[src/rtl/lsu_pkg.sv]
// Shared constants, state encoding and request-legality helper for the load/store unit.
package lsu_pkg;

   localparam logic [2:0] F3_B  = 3'b000;
   localparam logic [2:0] F3_H  = 3'b001;
   localparam logic [2:0] F3_W  = 3'b010;
   localparam logic [2:0] F3_BU = 3'b100;
   localparam logic [2:0] F3_HU = 3'b101;

   localparam int LANE_W = 2;
   localparam int BYTE_W = 8;
   localparam int HALF_W = 16;

   typedef enum logic [2:0] {
      S_IDLE   = 3'd0,
      S_LOAD   = 3'd1,
      S_STORE  = 3'd2,
      S_RMW_RD = 3'd3,
      S_RMW_WR = 3'd4,
      S_DONE   = 3'd5
   } state_t;

   // Alignment and funct3 legality; range checking is done by the caller.
   function automatic logic req_illegal(input logic i_we, input logic [2:0] i_f3,
                                        input logic [LANE_W-1:0] i_lo);
      logic w_bad;
      w_bad = 1'b1;
      if (i_we) begin
         case (i_f3)
            F3_B:    w_bad = 1'b0;
            F3_H:    w_bad = i_lo[0];
            F3_W:    w_bad = (i_lo != 2'b00);
            default: w_bad = 1'b1;
         endcase
      end else begin
         case (i_f3)
            F3_B, F3_BU: w_bad = 1'b0;
            F3_H, F3_HU: w_bad = i_lo[0];
            F3_W:        w_bad = (i_lo != 2'b00);
            default:     w_bad = 1'b1;
         endcase
      end
      return w_bad;
   endfunction

endpackage

[src/rtl/load_store_unit_if.sv]
// Request/response handshake and word-wide data-memory port of the load/store unit.
interface load_store_unit_if #(parameter int AW = 32);
   logic          req_valid;
   logic          req_ready;
   logic          req_we;
   logic [2:0]    req_funct3;
   logic [AW-1:0] req_addr;
   logic [31:0]   req_wdata;
   logic          resp_valid;
   logic [31:0]   resp_rdata;
   logic          resp_err;
   logic [AW-1:0] mem_A;
   logic [31:0]   mem_WD;
   logic          mem_WE;
   logic [31:0]   mem_RD;

   modport master (
      output req_valid, req_we, req_funct3, req_addr, req_wdata, mem_RD,
      input  req_ready, resp_valid, resp_rdata, resp_err, mem_A, mem_WD, mem_WE
   );

   modport slave (
      input  req_valid, req_we, req_funct3, req_addr, req_wdata, mem_RD,
      output req_ready, resp_valid, resp_rdata, resp_err, mem_A, mem_WD, mem_WE
   );
endinterface

[src/rtl/lsu_align.sv]
// Lane extraction with RV32I sign/zero extension, and sub-word merge for read-modify-write.
module lsu_align
   import lsu_pkg::*;
(
   input  logic [31:0]       i_word,
   input  logic [LANE_W-1:0] i_lane,
   input  logic [2:0]        i_funct3,
   input  logic [HALF_W-1:0] i_wdata,
   output logic [31:0]       o_load,
   output logic [31:0]       o_merge
);
   logic [BYTE_W-1:0] w_byte;
   logic [HALF_W-1:0] w_half;

   always_comb begin
      case (i_lane)
         2'd0:    w_byte = i_word[7:0];
         2'd1:    w_byte = i_word[15:8];
         2'd2:    w_byte = i_word[23:16];
         default: w_byte = i_word[31:24];
      endcase
      w_half = i_lane[1] ? i_word[31:16] : i_word[15:0];

      case (i_funct3)
         F3_B:    o_load = {{24{w_byte[7]}}, w_byte};
         F3_BU:   o_load = {24'd0, w_byte};
         F3_H:    o_load = {{16{w_half[15]}}, w_half};
         F3_HU:   o_load = {16'd0, w_half};
         default: o_load = i_word;
      endcase

      o_merge = i_word;
      if (i_funct3 == F3_B)
         o_merge[{i_lane, 3'b000} +: BYTE_W] = i_wdata[7:0];
      else if (i_funct3 == F3_H)
         o_merge[{i_lane[1], 4'b0000} +: HALF_W] = i_wdata;
   end
endmodule

[src/rtl/load_store_unit.sv]
// Data-memory initiator: word loads/stores direct, sub-word stores via read-modify-write.
//  state    | meaning
//  S_IDLE   | ready; latch request on valid
//  S_LOAD   | drive mem_A, register extended read data
//  S_STORE  | full-word write
//  S_RMW_RD | read old word into merge buffer
//  S_RMW_WR | write merged word
//  S_DONE   | one-cycle response
module load_store_unit
   import lsu_pkg::*;
#(
   parameter int DEPTH = 1024,
   parameter int AW    = 32
) (
   input logic              clk,
   input logic              rst,
   load_store_unit_if.slave lsu
);
   localparam logic [AW-1:0] DEPTH_W = AW'(DEPTH);

   state_t        r_state;
   logic [AW-1:0] r_addr;
   logic          r_we;
   logic [2:0]    r_f3;
   logic [31:0]   r_wdata;
   logic [31:0]   r_buf;
   logic [31:0]   r_rdata;
   logic          r_err;
   logic          r_valid;

   logic [AW-1:0] w_req_widx;
   logic          w_req_err;
   logic [31:0]   w_align_word;
   logic [31:0]   w_load;
   logic [31:0]   w_merge;
   logic          w_mem_phase;

   assign w_req_widx   = lsu.req_addr >> 2;
   assign w_req_err    = req_illegal(lsu.req_we, lsu.req_funct3, lsu.req_addr[1:0])
                         | (w_req_widx >= DEPTH_W);
   assign w_align_word = (r_state == S_RMW_WR) ? r_buf : lsu.mem_RD;

   lsu_align u_align (
      .i_word   (w_align_word),
      .i_lane   (r_addr[1:0]),
      .i_funct3 (r_f3),
      .i_wdata  (r_wdata[15:0]),
      .o_load   (w_load),
      .o_merge  (w_merge)
   );

   always_ff @(posedge clk) begin
      if (!rst) begin
         r_state <= S_IDLE;
         r_addr  <= '0;
         r_we    <= 1'b0;
         r_f3    <= '0;
         r_wdata <= '0;
         r_buf   <= '0;
         r_rdata <= '0;
         r_err   <= 1'b0;
         r_valid <= 1'b0;
      end else begin
         r_valid <= 1'b0;
         case (r_state)
            S_IDLE: begin
               if (lsu.req_valid) begin
                  r_addr  <= lsu.req_addr;
                  r_we    <= lsu.req_we;
                  r_f3    <= lsu.req_funct3;
                  r_wdata <= lsu.req_wdata;
                  r_rdata <= '0;
                  r_err   <= w_req_err;
                  if (w_req_err) begin
                     r_state <= S_DONE;
                     r_valid <= 1'b1;
                  end else if (!lsu.req_we)
                     r_state <= S_LOAD;
                  else if (lsu.req_funct3 == F3_W)
                     r_state <= S_STORE;
                  else
                     r_state <= S_RMW_RD;
               end
            end
            S_LOAD: begin
               r_rdata <= w_load;
               r_state <= S_DONE;
               r_valid <= 1'b1;
            end
            S_STORE, S_RMW_WR: begin
               r_state <= S_DONE;
               r_valid <= 1'b1;
            end
            S_RMW_RD: begin
               r_buf   <= lsu.mem_RD;
               r_state <= S_RMW_WR;
            end
            default: r_state <= S_IDLE;
         endcase
      end
   end

   // Write enable is gated by rst directly so a reset edge never commits a write.
   assign w_mem_phase    = (r_state == S_LOAD) || (r_state == S_STORE)
                           || (r_state == S_RMW_RD) || (r_state == S_RMW_WR);
   assign lsu.mem_A      = w_mem_phase ? (r_addr >> 2) : '0;
   assign lsu.mem_WE     = rst & ((r_state == S_STORE) || (r_state == S_RMW_WR));
   assign lsu.mem_WD     = !lsu.mem_WE ? 32'd0 : ((r_state == S_STORE) ? r_wdata : w_merge);
   assign lsu.req_ready  = (r_state == S_IDLE);
   assign lsu.resp_valid = r_valid;
   assign lsu.resp_rdata = r_rdata;
   assign lsu.resp_err   = r_err;
endmodule

[src/flat_wrapper.sv]
// flat-port wrapper written by rule: the top's interface ports become plain ports
module load_store_unit_flat import lsu_pkg::*;
#(
   parameter int DEPTH = 1024,
   parameter int AW    = 32
)
  (clk, rst, lsu_req_valid, lsu_req_we, lsu_req_funct3, lsu_req_addr, lsu_req_wdata, lsu_mem_RD, lsu_req_ready, lsu_resp_valid, lsu_resp_rdata, lsu_resp_err, lsu_mem_A, lsu_mem_WD, lsu_mem_WE);
  load_store_unit_if #(.AW(AW)) lsu_i ();
  input logic clk;
  input logic rst;
  input wire logic [$bits(lsu_i.req_valid)-1:0] lsu_req_valid;
  input wire logic [$bits(lsu_i.req_we)-1:0] lsu_req_we;
  input wire logic [$bits(lsu_i.req_funct3)-1:0] lsu_req_funct3;
  input wire logic [$bits(lsu_i.req_addr)-1:0] lsu_req_addr;
  input wire logic [$bits(lsu_i.req_wdata)-1:0] lsu_req_wdata;
  input wire logic [$bits(lsu_i.mem_RD)-1:0] lsu_mem_RD;
  output wire logic [$bits(lsu_i.req_ready)-1:0] lsu_req_ready;
  output wire logic [$bits(lsu_i.resp_valid)-1:0] lsu_resp_valid;
  output wire logic [$bits(lsu_i.resp_rdata)-1:0] lsu_resp_rdata;
  output wire logic [$bits(lsu_i.resp_err)-1:0] lsu_resp_err;
  output wire logic [$bits(lsu_i.mem_A)-1:0] lsu_mem_A;
  output wire logic [$bits(lsu_i.mem_WD)-1:0] lsu_mem_WD;
  output wire logic [$bits(lsu_i.mem_WE)-1:0] lsu_mem_WE;
  assign lsu_i.req_valid = lsu_req_valid;
  assign lsu_i.req_we = lsu_req_we;
  assign lsu_i.req_funct3 = lsu_req_funct3;
  assign lsu_i.req_addr = lsu_req_addr;
  assign lsu_i.req_wdata = lsu_req_wdata;
  assign lsu_i.mem_RD = lsu_mem_RD;
  assign lsu_req_ready = lsu_i.req_ready;
  assign lsu_resp_valid = lsu_i.resp_valid;
  assign lsu_resp_rdata = lsu_i.resp_rdata;
  assign lsu_resp_err = lsu_i.resp_err;
  assign lsu_mem_A = lsu_i.mem_A;
  assign lsu_mem_WD = lsu_i.mem_WD;
  assign lsu_mem_WE = lsu_i.mem_WE;
  load_store_unit #(.DEPTH(DEPTH), .AW(AW)) u_core (.clk(clk), .rst(rst), .lsu(lsu_i));
endmodule
[config.mk]
export PLATFORM = sky130hd
export DESIGN_NAME = load_store_unit_flat
export DESIGN_NICKNAME = d
export VERILOG_FILES = /design/src/rtl/lsu_pkg.sv /design/src/rtl/load_store_unit_if.sv /design/src/rtl/lsu_align.sv /design/src/rtl/load_store_unit.sv /design/src/flat_wrapper.sv
export SDC_FILE = /design/constraint.sdc
export NUM_CORES = 1
export LEC_CHECK = 0
export BUFFER_PORTS_ARGS = -buffer_cell sky130_fd_sc_hd__buf_4
export CAP_MARGIN = 20
export CORE_MARGIN = 3
export CORE_UTILIZATION = 48
export CTS_CLUSTER_SIZE = 20
export DETAILED_ROUTE_END_ITERATION = 7
export PLACE_DENSITY = 0.74
export REMOVE_ABC_BUFFERS = 1
export SYNTH_ARGS = -nofsm -noshare
export SYNTH_HDL_FRONTEND = slang
export SYNTH_SLANG_ARGS = --single-unit
export TNS_END_PERCENT = 1
[constraint.sdc]
create_clock -name clk -period 2.7 [get_ports clk]
set_clock_uncertainty 0.05 [all_clocks]
set_input_delay 0.405 -clock clk [delete_from_list [all_inputs] [get_ports clk]]
set_output_delay 0.405 -clock clk [all_outputs]
set_load 0.01 [all_outputs]
==> reports/results.txt, run 1 <==
Slew Limit Fails = 0
Root Buffer = clkbuf_16
Adder-Cell Fraction of Synth Area = 0.0117
DRC = 0
Seq cells post-synth = 136
Routed vias/inst = 5.75
PD cells = 583 nW/um2
Full die area = 17100 um2
Fin Hold WS = 184 ps
CTS sink cnt = 136
Yosys warning count = 0
Routed WL = 25.6 mm
Area Growth Syn to Fin = 40.0%
CORE AREA = 14900 um2
Drt initial violations = 813
Path depth of the worst reg2reg path = 9
Initial antenna violation count = 0
PortBufs = 200
Clock-pin slew on the worst setup and hold paths = 60 ps
Final period util = 1.01
Crit end category = output port
Total Routing Usage GR = 0.293
Number of antenna repair diodes = 0
Initial Utilization = 0.503
HP Class = input pin to register
Fin. Hold Viols = 0
Most frequent cells in the layout = buf_4 (259), nand2_1 (233), dfxtp_1 (130), a21boi_0 (99), o21ai_0 (43)
Leakage power = 4.38 nW
Slew Limit Headroom = 0.541
RSZ-0062 raised after global routing = true
Post-synthesis mux area share = 0.0751
Largest net degree at the start of global routing = 114
XOR/XNOR Fraction of Synth Area = 0.00117
Crit path DAT = 2260 ps
Chip Height = 131 um
GRT overflow = 0
Compound-Gate Fraction of Synth Area = 0.274
Clock period minus worst slack = 2710 ps
Final setup violation count = 1
Failing checks = setup timing
Final ANT Viol Nets = 0
Async S/R FF share, synth = 0
Setup CP Type = register to output port
Post-layout worst setup margin = -14.5 ps
Dpl hpwl = 17.9 mm
Worst setup SP type = register
# fillers = 1220
Simple-Gate Fraction of Synth Area = 0.218
Synth Area per Inst = 7.96 um2
Outcome = finished, violations left
Gate Count Post-Synth = 939
Ys flop type = dfxtp_1
Worst Path Max Fanout = 6
Gpl congestion = 1.01
Share of cells above drive strength 1 = 0.321
CTS tree = yes
Ports = 203
Layout Nets = 1262
Crit path required time = 2250 ps
Die Wd = 131 um
Detailed-route wire length per cell = 19.0 um
Power consumption = 6.10 mW
Max Cap Viol = 0
Total CTS buffers = 17
Slew @ Worst Pin = 688 ps
Vias = 7752
First-pass GRT wire length = 39.0 mm
Post-synth cell types = 59
Sequential share of the synthesized area = 0.364
Main combinational cell family by area after synthesis = compound AO/OA/AOI/OAI gates
TritonRoute pass-1 iters = 5
Maximum vdd drop = 0.789 mV
Mapped cell area = 7480 um2
Fmax = 368 MHz
Row cnt = 44
Worst skew pair latency = 430 ps
Vias in the first global route = 7342
CTS H-tree depth = 4
Number of flops mapped to enable cells by yosys = 0
Max Root-Sink Buffers = 2
Commonest non-fill, non-tap cell in the layout = buf_4
Hold Crit Depth = 3
worst paths after layout:
kind | slack, ps | to | from
worst min register to register | 410 | u_core.r_addr[12]$_SDFFE_PN0P_ | u_core.r_addr[12]$_SDFFE_PN0P_
worst max-delay path | -10 | lsu_mem_WD[28] | u_core.r_state[0]$_SDFFE_PN0P_
worst max register to register | 160 | u_core.lsu.resp_rdata[19]$_SDFFE_PN0P_ | u_core.r_state[0]$_SDFFE_PN0P_
worst min-delay path | 180 | u_core.r_addr[6]$_SDFFE_PN0P_ | lsu_req_addr[6]
synthesized netlist by cell type, types with 6 or more instances:
cell | instances | area share
a2111oi_1 | 6 | 0.0080
a211oi_1 | 17 | 0.017
a21boi_0 | 99 | 0.099
a21oi_1 | 38 | 0.025
a221o_1 | 7 | 0.0094
a221oi_1 | 9 | 0.011
a22o_1 | 17 | 0.020
a22oi_1 | 7 | 0.0070
a2bb2oi_1 | 7 | 0.0082
a32oi_1 | 8 | 0.0094
and2_1 | 34 | 0.028
buf_2 | 11 | 0.0074
clkbuf_1 | 54 | 0.027
dfxtp_1 | 136 | 0.36
ha_1 | 7 | 0.012
inv_1 | 12 | 0.0060
mux2_4 | 7 | 0.014
mux2i_1 | 40 | 0.054
nand2_1 | 234 | 0.12
nand2b_1 | 9 | 0.0075
nor2_1 | 39 | 0.020
nor3_1 | 10 | 0.0067
nor3b_1 | 10 | 0.010
o21ai_0 | 48 | 0.032
o22ai_1 | 9 | 0.0075
report_power, final:
| group | total (mW) | internal (mW) | switching [mW] |
|---|---|---|---|
| logic | 1.61 | 0.779 | 0.829 |
| registers | 2.21 | 2.12 | 0.0941 |
| clock network | 2.28 | 1.42 | 0.859 |
| total | 6.10 | 4.32 | 1.78 |
through the flow:
| step | area, um2 | cells | utilization | setup TNS (ps) | setup slack, ps |
|---|---|---|---|---|---|
| after floorplan | 7110 | 860 | - | -43540 | -844 |
| after global placement | 9310 | 1296 | 0.626 | 0 | 202 |
| after detailed placement | 9310 | 1296 | 0.626 | 0 | 165 |
| after CTS | 10200 | 1339 | 0.688 | -228 | -32.8 |
| after global routing | 10500 | 1348 | 0.704 | -2220 | -94.7 |
| final | 10500 | 1348 | 0.704 | -14.5 | -14.5 |
layer usage:
layer,vias to the layer above,part of all wire,global-route usage
li1,3711,-,-
met1,3589,0.41,0.377
met2,397,0.47,0.467
met3,55,0.094,0.0858
met4,0,0.027,0.110
met5,-,0,0
layout make-up:
class,instances,area [um2],share of cell area
Multi-Input combinational cell,711,4640,0.444
Timing Repair Buffer,273,2230,0.213
Clock buffer,23,478,0.0457
Inverter,13,48.8,0.00466
Sequential cell,136,2740,0.262
Clock inverter,8,96.3,0.00920
Tap cell,184,230,0.0220
logic make-up (layout without fill, tap and decap cells):
group	after synthesis	after routing
AOI/OAI and AO/OA	287	287
xor gates and xnor gates	1	1
adders and majority gates	7	7
buffers and inverters	93	317
DFF	136	136
muxes	51	51
other	1	2
and+or+nand+nor	363	363
worst max-delay path, cell delays in order (launching register included):
cell and delay, ps:
dfxtp_4 360, nor3b_4 260, buf_12 190, buf_12 130
mux2i_1 180, buf_4 190, nor2_1 70, a211oi_2 190
a211oi_1 80, buf_4 170
registers in the layout (all words and copies together), names as in the netlist:
register,count
u_core.r_addr,32
u_core.lsu.resp_err,1
u_core.r_wdata,32
u_core.r_state,3
u_core.r_buf,32
u_core.r_f3,3
u_core.lsu.resp_rdata,32
u_core.lsu.resp_valid,1
what timing repair did:
action | in CTS | in global routing
gates resized for setup | 47 | 31
buffers inserted | 10 | 8
hold buffers | 0 | 0
pin swaps | 5 | 6
endpoints found under the setup margin | 32 | 39
cloned | 2 | 1
Power figures use the tool's default switching activity.
==> run 2: changes to the inputs <==
--- a/config.mk
+++ b/config.mk
@@ -7,6 +7,7 @@
 export LEC_CHECK = 0
 export BUFFER_PORTS_ARGS = -buffer_cell sky130_fd_sc_hd__buf_4
 export CAP_MARGIN = 20
+export CORE_ASPECT_RATIO = 0.5
 export CORE_MARGIN = 3
 export CORE_UTILIZATION = 48
 export CTS_CLUSTER_SIZE = 20
==> run 2 against run 1 <==
Against the previous run:
- the flow still finishes with violations (setup timing)
- first-iteration DRC count is 18% higher
- total power up 1.7%
- setup slack got worse by 52 ps
- final cell count is 1.2% higher
- flip-flop and latch count did not move
- sequential share of layout area up 0.19 points
- count of clock-buffer cells in the layout shrank 6
- via count grew 1.8%
- critical path depth fell by 1
==> reports/results.txt, run 2 (synthesized netlist as in run 1, its figures left out) <==
# fillers = 1174 (was 1220)
Placed cells = 1314 (was 1296)
Number of antenna repair diodes = 0 (unchanged)
Post-placement cell area = 9320 um2 (was 9310 um2)
Maximum vdd drop = 0.480 mV (was 0.789 mV)
R2R setup slack = 200 ps (was 160 ps)
Commonest non-fill, non-tap cell in the layout = buf_4 (unchanged)
Hold Crit Depth = 3 (unchanged)
Most frequent cells in the layout = buf_4 (264), nand2_1 (232), dfxtp_1 (132), a21boi_0 (99) (was buf_4 (259), nand2_1 (233), dfxtp_1 (130), a21boi_0 (99), o21ai_0 (43))
Final Core Density = 0.698 (was 0.704)
TritonRoute pass-1 iters = 5 (unchanged)
Clk pwr share = 0.388 (was 0.374)
Area Growth Syn to Fin = 38.7% (was 40.0%)
Initial Utilization = 0.503 (about the same)
Failing checks = setup timing (unchanged)
Detailed-route wire length per cell = 19.8 um (was 19.0 um)
Reg-to-reg endpoint = u_core.lsu.resp_rdata[3]$_SDFFE_PN0P_ (was u_core.lsu.resp_rdata[19]$_SDFFE_PN0P_)
Switching share of power = 0.306 (was 0.292)
Flop pwr share = 0.356 (was 0.363)
Logic pwr share = 0.257 (was 0.264)
Initial antenna violation count = 0 (unchanged)
GRT overflow = 0 (unchanged)
Final period util = 1.02 (was 1.01)
Crit path DAT = 2310 ps (was 2260 ps)
Worst skew pair latency = 430 ps (about the same)
R2r startpoint = u_core.r_state[1]$_SDFFE_PN0P_ (was u_core.r_state[0]$_SDFFE_PN0P_)
Die Wd = 183 um (was 131 um)
Clock-pin slew on the worst setup and hold paths = 70 ps (was 60 ps)
CTS sink cnt = 136 (unchanged)
Post-layout worst setup margin = -66.8 ps (was -14.5 ps)
RSZ-0062 raised after global routing = true (unchanged)
CORE AREA = 14900 um2 (about the same)
Routed vias/inst = 5.78 (was 5.75)
Total Routing Usage GR = 0.306 (was 0.293)
Hold Crit Start = lsu_req_wdata[4] (was lsu_req_addr[6])
Hold-fix buffers, CTS = 0 (unchanged)
Outcome = finished, violations left (unchanged)
Gpl congestion = 0.968 (was 1.01)
Ports = 203 (unchanged)
Fin. Hold Viols = 0 (unchanged)
Routed WL = 27.0 mm (was 25.6 mm)
Post-Layout Cell Count = 1364 (was 1348)
Worst setup SP type = register (unchanged)
Crit end category = output port (unchanged)
Final setup violation count = 13 (was 1)
Max Root-Sink Buffers = 2 (unchanged)
Fmax = 361 MHz (was 368 MHz)
CTS H-tree depth = 4 (unchanged)
Final ANT Viol Nets = 0 (unchanged)
DRC = 0 (unchanged)
Total CTS buffers = 17 (unchanged)
PortBufs = 200 (unchanged)
First-pass GRT wire length = 41.1 mm (was 39.0 mm)
PD cells = 598 nW/um2 (was 583 nW/um2)
Path depth of the worst reg2reg path = 8 (was 9)
Power consumption = 6.21 mW (was 6.10 mW)
Met3 WL = 3.23 mm (was 2.41 mm)
Crit path required time = 2250 ps (about the same)
Sw power = 1.90 mW (was 1.78 mW)
Slew @ Worst Pin = 739 ps (was 688 ps)
Met2 wire len = 11.1 mm (was 11.9 mm)
Root Buffer = clkbuf_16 (unchanged)
Max Cap Viol = 0 (unchanged)
CTS tree = yes (unchanged)
Full die area = 17200 um2 (was 17100 um2)
Chip Height = 94.3 um (was 131 um)
Setup CP Type = register to output port (unchanged)
Top sig layer = met4 (unchanged)
Fin area = 10400 um2 (was 10500 um2)
Largest net degree at the start of global routing = 79 (was 114)
Worst Path Max Fanout = 10 (was 6)
CP Launch Point = u_core.r_state[1]$_SDFFE_PN0P_ (was u_core.r_state[0]$_SDFFE_PN0P_)
Vias in the first global route = 7287 (was 7342)
Dpl hpwl = 18.6 mm (was 17.9 mm)
Share of cells above drive strength 1 = 0.322 (was 0.321)
Internal power = 4.31 mW (was 4.32 mW)
Leakage power = 4.34 nW (was 4.38 nW)
Row cnt = 31 (was 44)
Drt initial violations = 958 (was 813)
HP Class = input pin to register (unchanged)
Layout Nets = 1263 (was 1262)
Vias = 7889 (was 7752)
Slew Limit Headroom = 0.507 (was 0.541)
Slew Limit Fails = 0 (unchanged)
Metal-1 WL = 12.4 mm (was 10.6 mm)
Placement Setup Slack = 95.6 ps (was 165 ps)
Worst hold endpoint = u_core.r_wdata[4]$_SDFFE_PN0P_ (was u_core.r_addr[6]$_SDFFE_PN0P_)
Clock period minus worst slack = 2770 ps (was 2710 ps)
run 2: cell count changes in the layout (fill, tap and decap cells not counted), sizes merged:
cell,before,now
buf,270,273
bufbuf,1,0
bufinv,2,3
clkbuf,24,17
clkinv,5,7
clkinvlp,1,5
dlymetal6s2s,1,0
inv,13,14
run 2: how the worst max path moves through the flow:
stage | endpoint | depth (start not counted)
floorplan | lsu_mem_WD[29] | 5
global placement | lsu_mem_WD[31] | 6
detailed placement | lsu_mem_WD[28] | 6
CTS | lsu_mem_WD[10] | 9
global route | lsu_mem_WD[20] | 9
finish | lsu_mem_WD[0] | 8
run 2: area by class of cell:
cell class	count	area (um2)	share of cell area
clock buffers	17	425	0.0410
clock inverters	15	176	0.0170
inverters	13	52.6	0.00507
multi-input cells	711	4570	0.441
flip-flops and latches	136	2730	0.263
well taps	198	248	0.0239
repair buffers	273	2160	0.208
repair inverters	1	5.00	0.000483
run 2: critical path: stages, from the launching register on:
cell and delay (ps):
dfxtp_4 360, nor3b_4 210, buf_6 170, buf_6 120, buf_16 160, mux2i_1 410
a2bb2oi_1 240, nor2_1 60, buf_4 140
run 2: per-stage QoR:
| stage | TNS [ps] | hold WS (ps) |
|---|---|---|
| after floorplan | -43540 | 389 |
| after global placement | 0 | 395 |
| after detailed placement | 0 | 403 |
| after CTS | -116 | 164 |
| after global routing | -2170 | 173 |
| final | -311 | 177 |
run 2: timing repair:
| item | in CTS | in global routing |
|---|---|---|
| pin swaps | 6 | 3 |
| resized for setup | 44 | 27 |
| cloned | 4 | 0 |
| buffers inserted | 14 | 0 |
| endpoints found under the setup margin | 32 | 62 |
run 2: metal layers:
metal  GRT usage  vias up
li1            -     3716
met1       0.456     3722
met4      0.0507        0
met2       0.441      422
met3      0.0839       29
met5           0        -
run 2: power groups by stage:
| stage | Sequential (mW) | Clock (mW) | Combinational (mW) |
|---|---|---|---|
| final | 2.21 | 2.41 | 1.59 |
| after global routing | 2.22 | 2.53 | 1.70 |
| after CTS | 2.20 | 2.43 | 1.53 |
| after detailed placement | 2.25 | 0 | 1.40 |
| after global placement | 2.24 | 0 | 1.38 |
| after floorplan | 2.25 | 0 | 0.721 |
==> run 3: changes to the inputs <==
--- a/config.mk
+++ b/config.mk
@@ -14,6 +14,7 @@
 export DETAILED_ROUTE_END_ITERATION = 7
 export PLACE_DENSITY = 0.74
 export REMOVE_ABC_BUFFERS = 1
+export SETUP_SLACK_MARGIN = 0.02
 export SYNTH_ARGS = -nofsm -noshare
 export SYNTH_HDL_FRONTEND = slang
 export SYNTH_SLANG_ARGS = --single-unit
==> run 3 against run 2 <==
Against the previous run:
- the flow still finishes with violations (setup timing)
- critical path depth is 1 higher
- global-route usage is 0.050 points lower
- count of clock-buffer cells in the layout stayed put
- critical endpoint is now lsu_mem_WD[22]
==> reports/results.txt, run 3 (synthesized netlist as in run 1, its figures left out) <==
Outcome = finished, violations left (unchanged)
Failing checks = setup timing (unchanged)
Hold Crit Depth = 3 (unchanged)
Largest net degree at the start of global routing = 79 (unchanged)
DRC = 0 (unchanged)
Power consumption = 6.22 mW (was 6.21 mW)
Final period util = 1.02 (about the same)
Max Cap Viol = 0 (unchanged)
Slew Limit Headroom = 0.508 (was 0.507)
Slew @ Worst Pin = 739 ps (about the same)
PortBufs = 200 (unchanged)
Critical path buffer and inverter count = 5 (was 4)
Most frequent cells in the layout = buf_4 (264), nand2_1 (232), dfxtp_1 (132), a21boi_0 (99), o21ai_0 (40) (was buf_4 (264), nand2_1 (232), dfxtp_1 (132), a21boi_0 (99))
CP Cell Sequence = nor3b_4 -> buf_6 -> buf_6 -> buf_16 -> mux2i_1 -> inv_1 -> a221oi_2 -> nor3_1 -> buf_4 (was nor3b_4 -> buf_6 -> buf_6 -> buf_16 -> mux2i_1 -> a2bb2oi_1 -> nor2_1 -> buf_4)
Clock period minus worst slack = 2760 ps (was 2770 ps)
First-pass GRT wire length = 41.1 mm (about the same)
Leakage power = 4.34 nW (about the same)
Setup CP Type = register to output port (unchanged)
Routed vias/inst = 5.82 (was 5.78)
Chip Height = 94.3 um (unchanged)
Routed WL = 27.2 mm (was 27.0 mm)
R2R setup slack = 200 ps (about the same)
Layout Nets = 1263 (unchanged)
Die Wd = 183 um (unchanged)
Critical path's slowest cell = dfxtp_4 (was mux2i_1)
Clk pwr share = 0.387 (was 0.388)
Fin. Hold Viols = 0 (unchanged)
Switching share of power = 0.307 (was 0.306)
CTS H-tree depth = 4 (unchanged)
Post-placement cell area = 9320 um2 (unchanged)
Full die area = 17200 um2 (unchanged)
Worst Path Max Fanout = 10 (unchanged)
Vias in the first global route = 7285 (was 7287)
Drt initial violations = 957 (was 958)
Fin area = 10400 um2 (about the same)
Share of cells above drive strength 1 = 0.325 (was 0.322)
Worst skew pair latency = 430 ps (about the same)
Final ANT Viol Nets = 0 (unchanged)
Row cnt = 31 (unchanged)
Ports = 203 (unchanged)
GRT overflow = 0 (unchanged)
PD cells = 598 nW/um2 (about the same)
Detailed-route wire length per cell = 19.9 um (was 19.8 um)
Internal power = 4.31 mW (about the same)
Maximum vdd drop = 0.465 mV (was 0.480 mV)
# fillers = 1173 (was 1174)
Vias = 7932 (was 7889)
Worst setup SP type = register (unchanged)
Number of antenna repair diodes = 0 (unchanged)
Crit path max-delay family = buffers and inverters (unchanged)
R2r startpoint = u_core.r_state[1]$_SDFFE_PN0P_ (unchanged)
Setup_tns = -505 ps (was -311 ps)
Hold-fix buffers, CTS = 0 (unchanged)
Root Buffer = clkbuf_16 (unchanged)
Final setup violation count = 15 (was 13)
Commonest non-fill, non-tap cell in the layout = buf_4 (unchanged)
Fmax = 362 MHz (was 361 MHz)
Max stage delay on crit path = 360 ps (was 410 ps)
Total Routing Usage GR = 0.305 (was 0.306)
Worst hold endpoint = u_core.r_wdata[4]$_SDFFE_PN0P_ (unchanged)
Hold Crit Start = lsu_req_wdata[4] (unchanged)
Initial Utilization = 0.503 (unchanged)
RSZ-0062 raised after global routing = true (unchanged)
Slew Limit Fails = 0 (unchanged)
Post-layout worst setup margin = -58.8 ps (was -66.8 ps)
HP Class = input pin to register (unchanged)
CTS sink cnt = 136 (unchanged)
Clock-pin slew on the worst setup and hold paths = 70 ps (about the same)
TritonRoute pass-1 iters = 6 (was 5)
Crit path required time = 2250 ps (about the same)
Crit end category = output port (unchanged)
CORE AREA = 14900 um2 (unchanged)
Initial antenna violation count = 0 (unchanged)
Crit path DAT = 2300 ps (was 2310 ps)
Sw power = 1.91 mW (was 1.90 mW)
CP Launch Point = u_core.r_state[1]$_SDFFE_PN0P_ (unchanged)
Dpl hpwl = 18.6 mm (unchanged)
Logic pwr share = 0.258 (was 0.257)
Gpl congestion = 0.968 (unchanged)
CTS tree = yes (unchanged)
Flop pwr share = 0.355 (was 0.356)
Reg-to-reg endpoint = u_core.lsu.resp_rdata[21]$_SDFFE_PN0P_ (was u_core.lsu.resp_rdata[3]$_SDFFE_PN0P_)
Path depth of the worst reg2reg path = 8 (unchanged)
Area Growth Syn to Fin = 39.0% (was 38.7%)
Total CTS buffers = 17 (unchanged)
Cell mode on critical path = buf_6 (unchanged)
Max Root-Sink Buffers = 2 (unchanged)
## run 3: per-stage QoR
step                      utilization  cells  setup slack [ps]  hold slack, ps
final                           0.700   1364             -58.8             180
after global routing            0.700   1364              -131             173
after CTS                       0.691   1364             -28.2             164
after detailed placement        0.627   1314              95.6             403
after global placement          0.627   1314               136             395
after floorplan                     -    860              -844             389
## run 3: how the worst max path moves through the flow
| stage | to | cells after the start |
|---|---|---|
| detailed placement | lsu_mem_WD[28] | 6 |
| finish | lsu_mem_WD[22] | 9 |
| global placement | lsu_mem_WD[31] | 6 |
| CTS | lsu_mem_WD[10] | 9 |
| global route | lsu_mem_WD[21] | 9 |
| floorplan | lsu_mem_WD[29] | 5 |
## run 3: cell type report
cell class / count / area, um2 / share of cell area
multi-input cells: 711 / 4590 / 0.442
flip-flops and latches: 136 / 2730 / 0.263
repair buffers: 273 / 2160 / 0.208
clock buffers: 17 / 425 / 0.0409
well taps: 198 / 248 / 0.0238
clock inverters: 15 / 176 / 0.0170
inverters: 13 / 52.6 / 0.00506
repair inverters: 1 / 7.51 / 0.000722
## run 3: timing repair
action	in CTS	in global routing
buffers inserted	14	0
gates resized for setup	41	34
endpoints found under the hold margin	0	0
cloned	4	0
pin swaps	6	3
setup endpoints to repair	32	62
## run 3: metal layers
layer | up-vias | routed length, um | global-route usage
li1 | 3716 | - | -
met3 | 44 | 3270 | 0.0847
met4 | 0 | 369 | 0.0551
met5 | - | 0 | 0
met2 | 455 | 11200 | 0.439
met1 | 3717 | 12300 | 0.454
## run 3: power groups by stage
| stage | logic (mW) | registers, mW | clock network, mW |
|---|---|---|---|
| 2_1_floorplan | 0.721 | 2.25 | 0 |
| 3_3_place_gp | 1.38 | 2.24 | 0 |
| 3_5_place_dp | 1.40 | 2.25 | 0 |
| 4_1_cts | 1.52 | 2.20 | 2.43 |
| 5_1_grt | 1.71 | 2.22 | 2.53 |
| 6_report | 1.60 | 2.21 | 2.40 |
## run 3: worst reg2reg max path: cells and delay by family, from the launching register on
family	cells	cell delay, ps
compound gates	3	940
buf+inv	3	450
flops	1	360
mux	1	360
simple gates	1	220
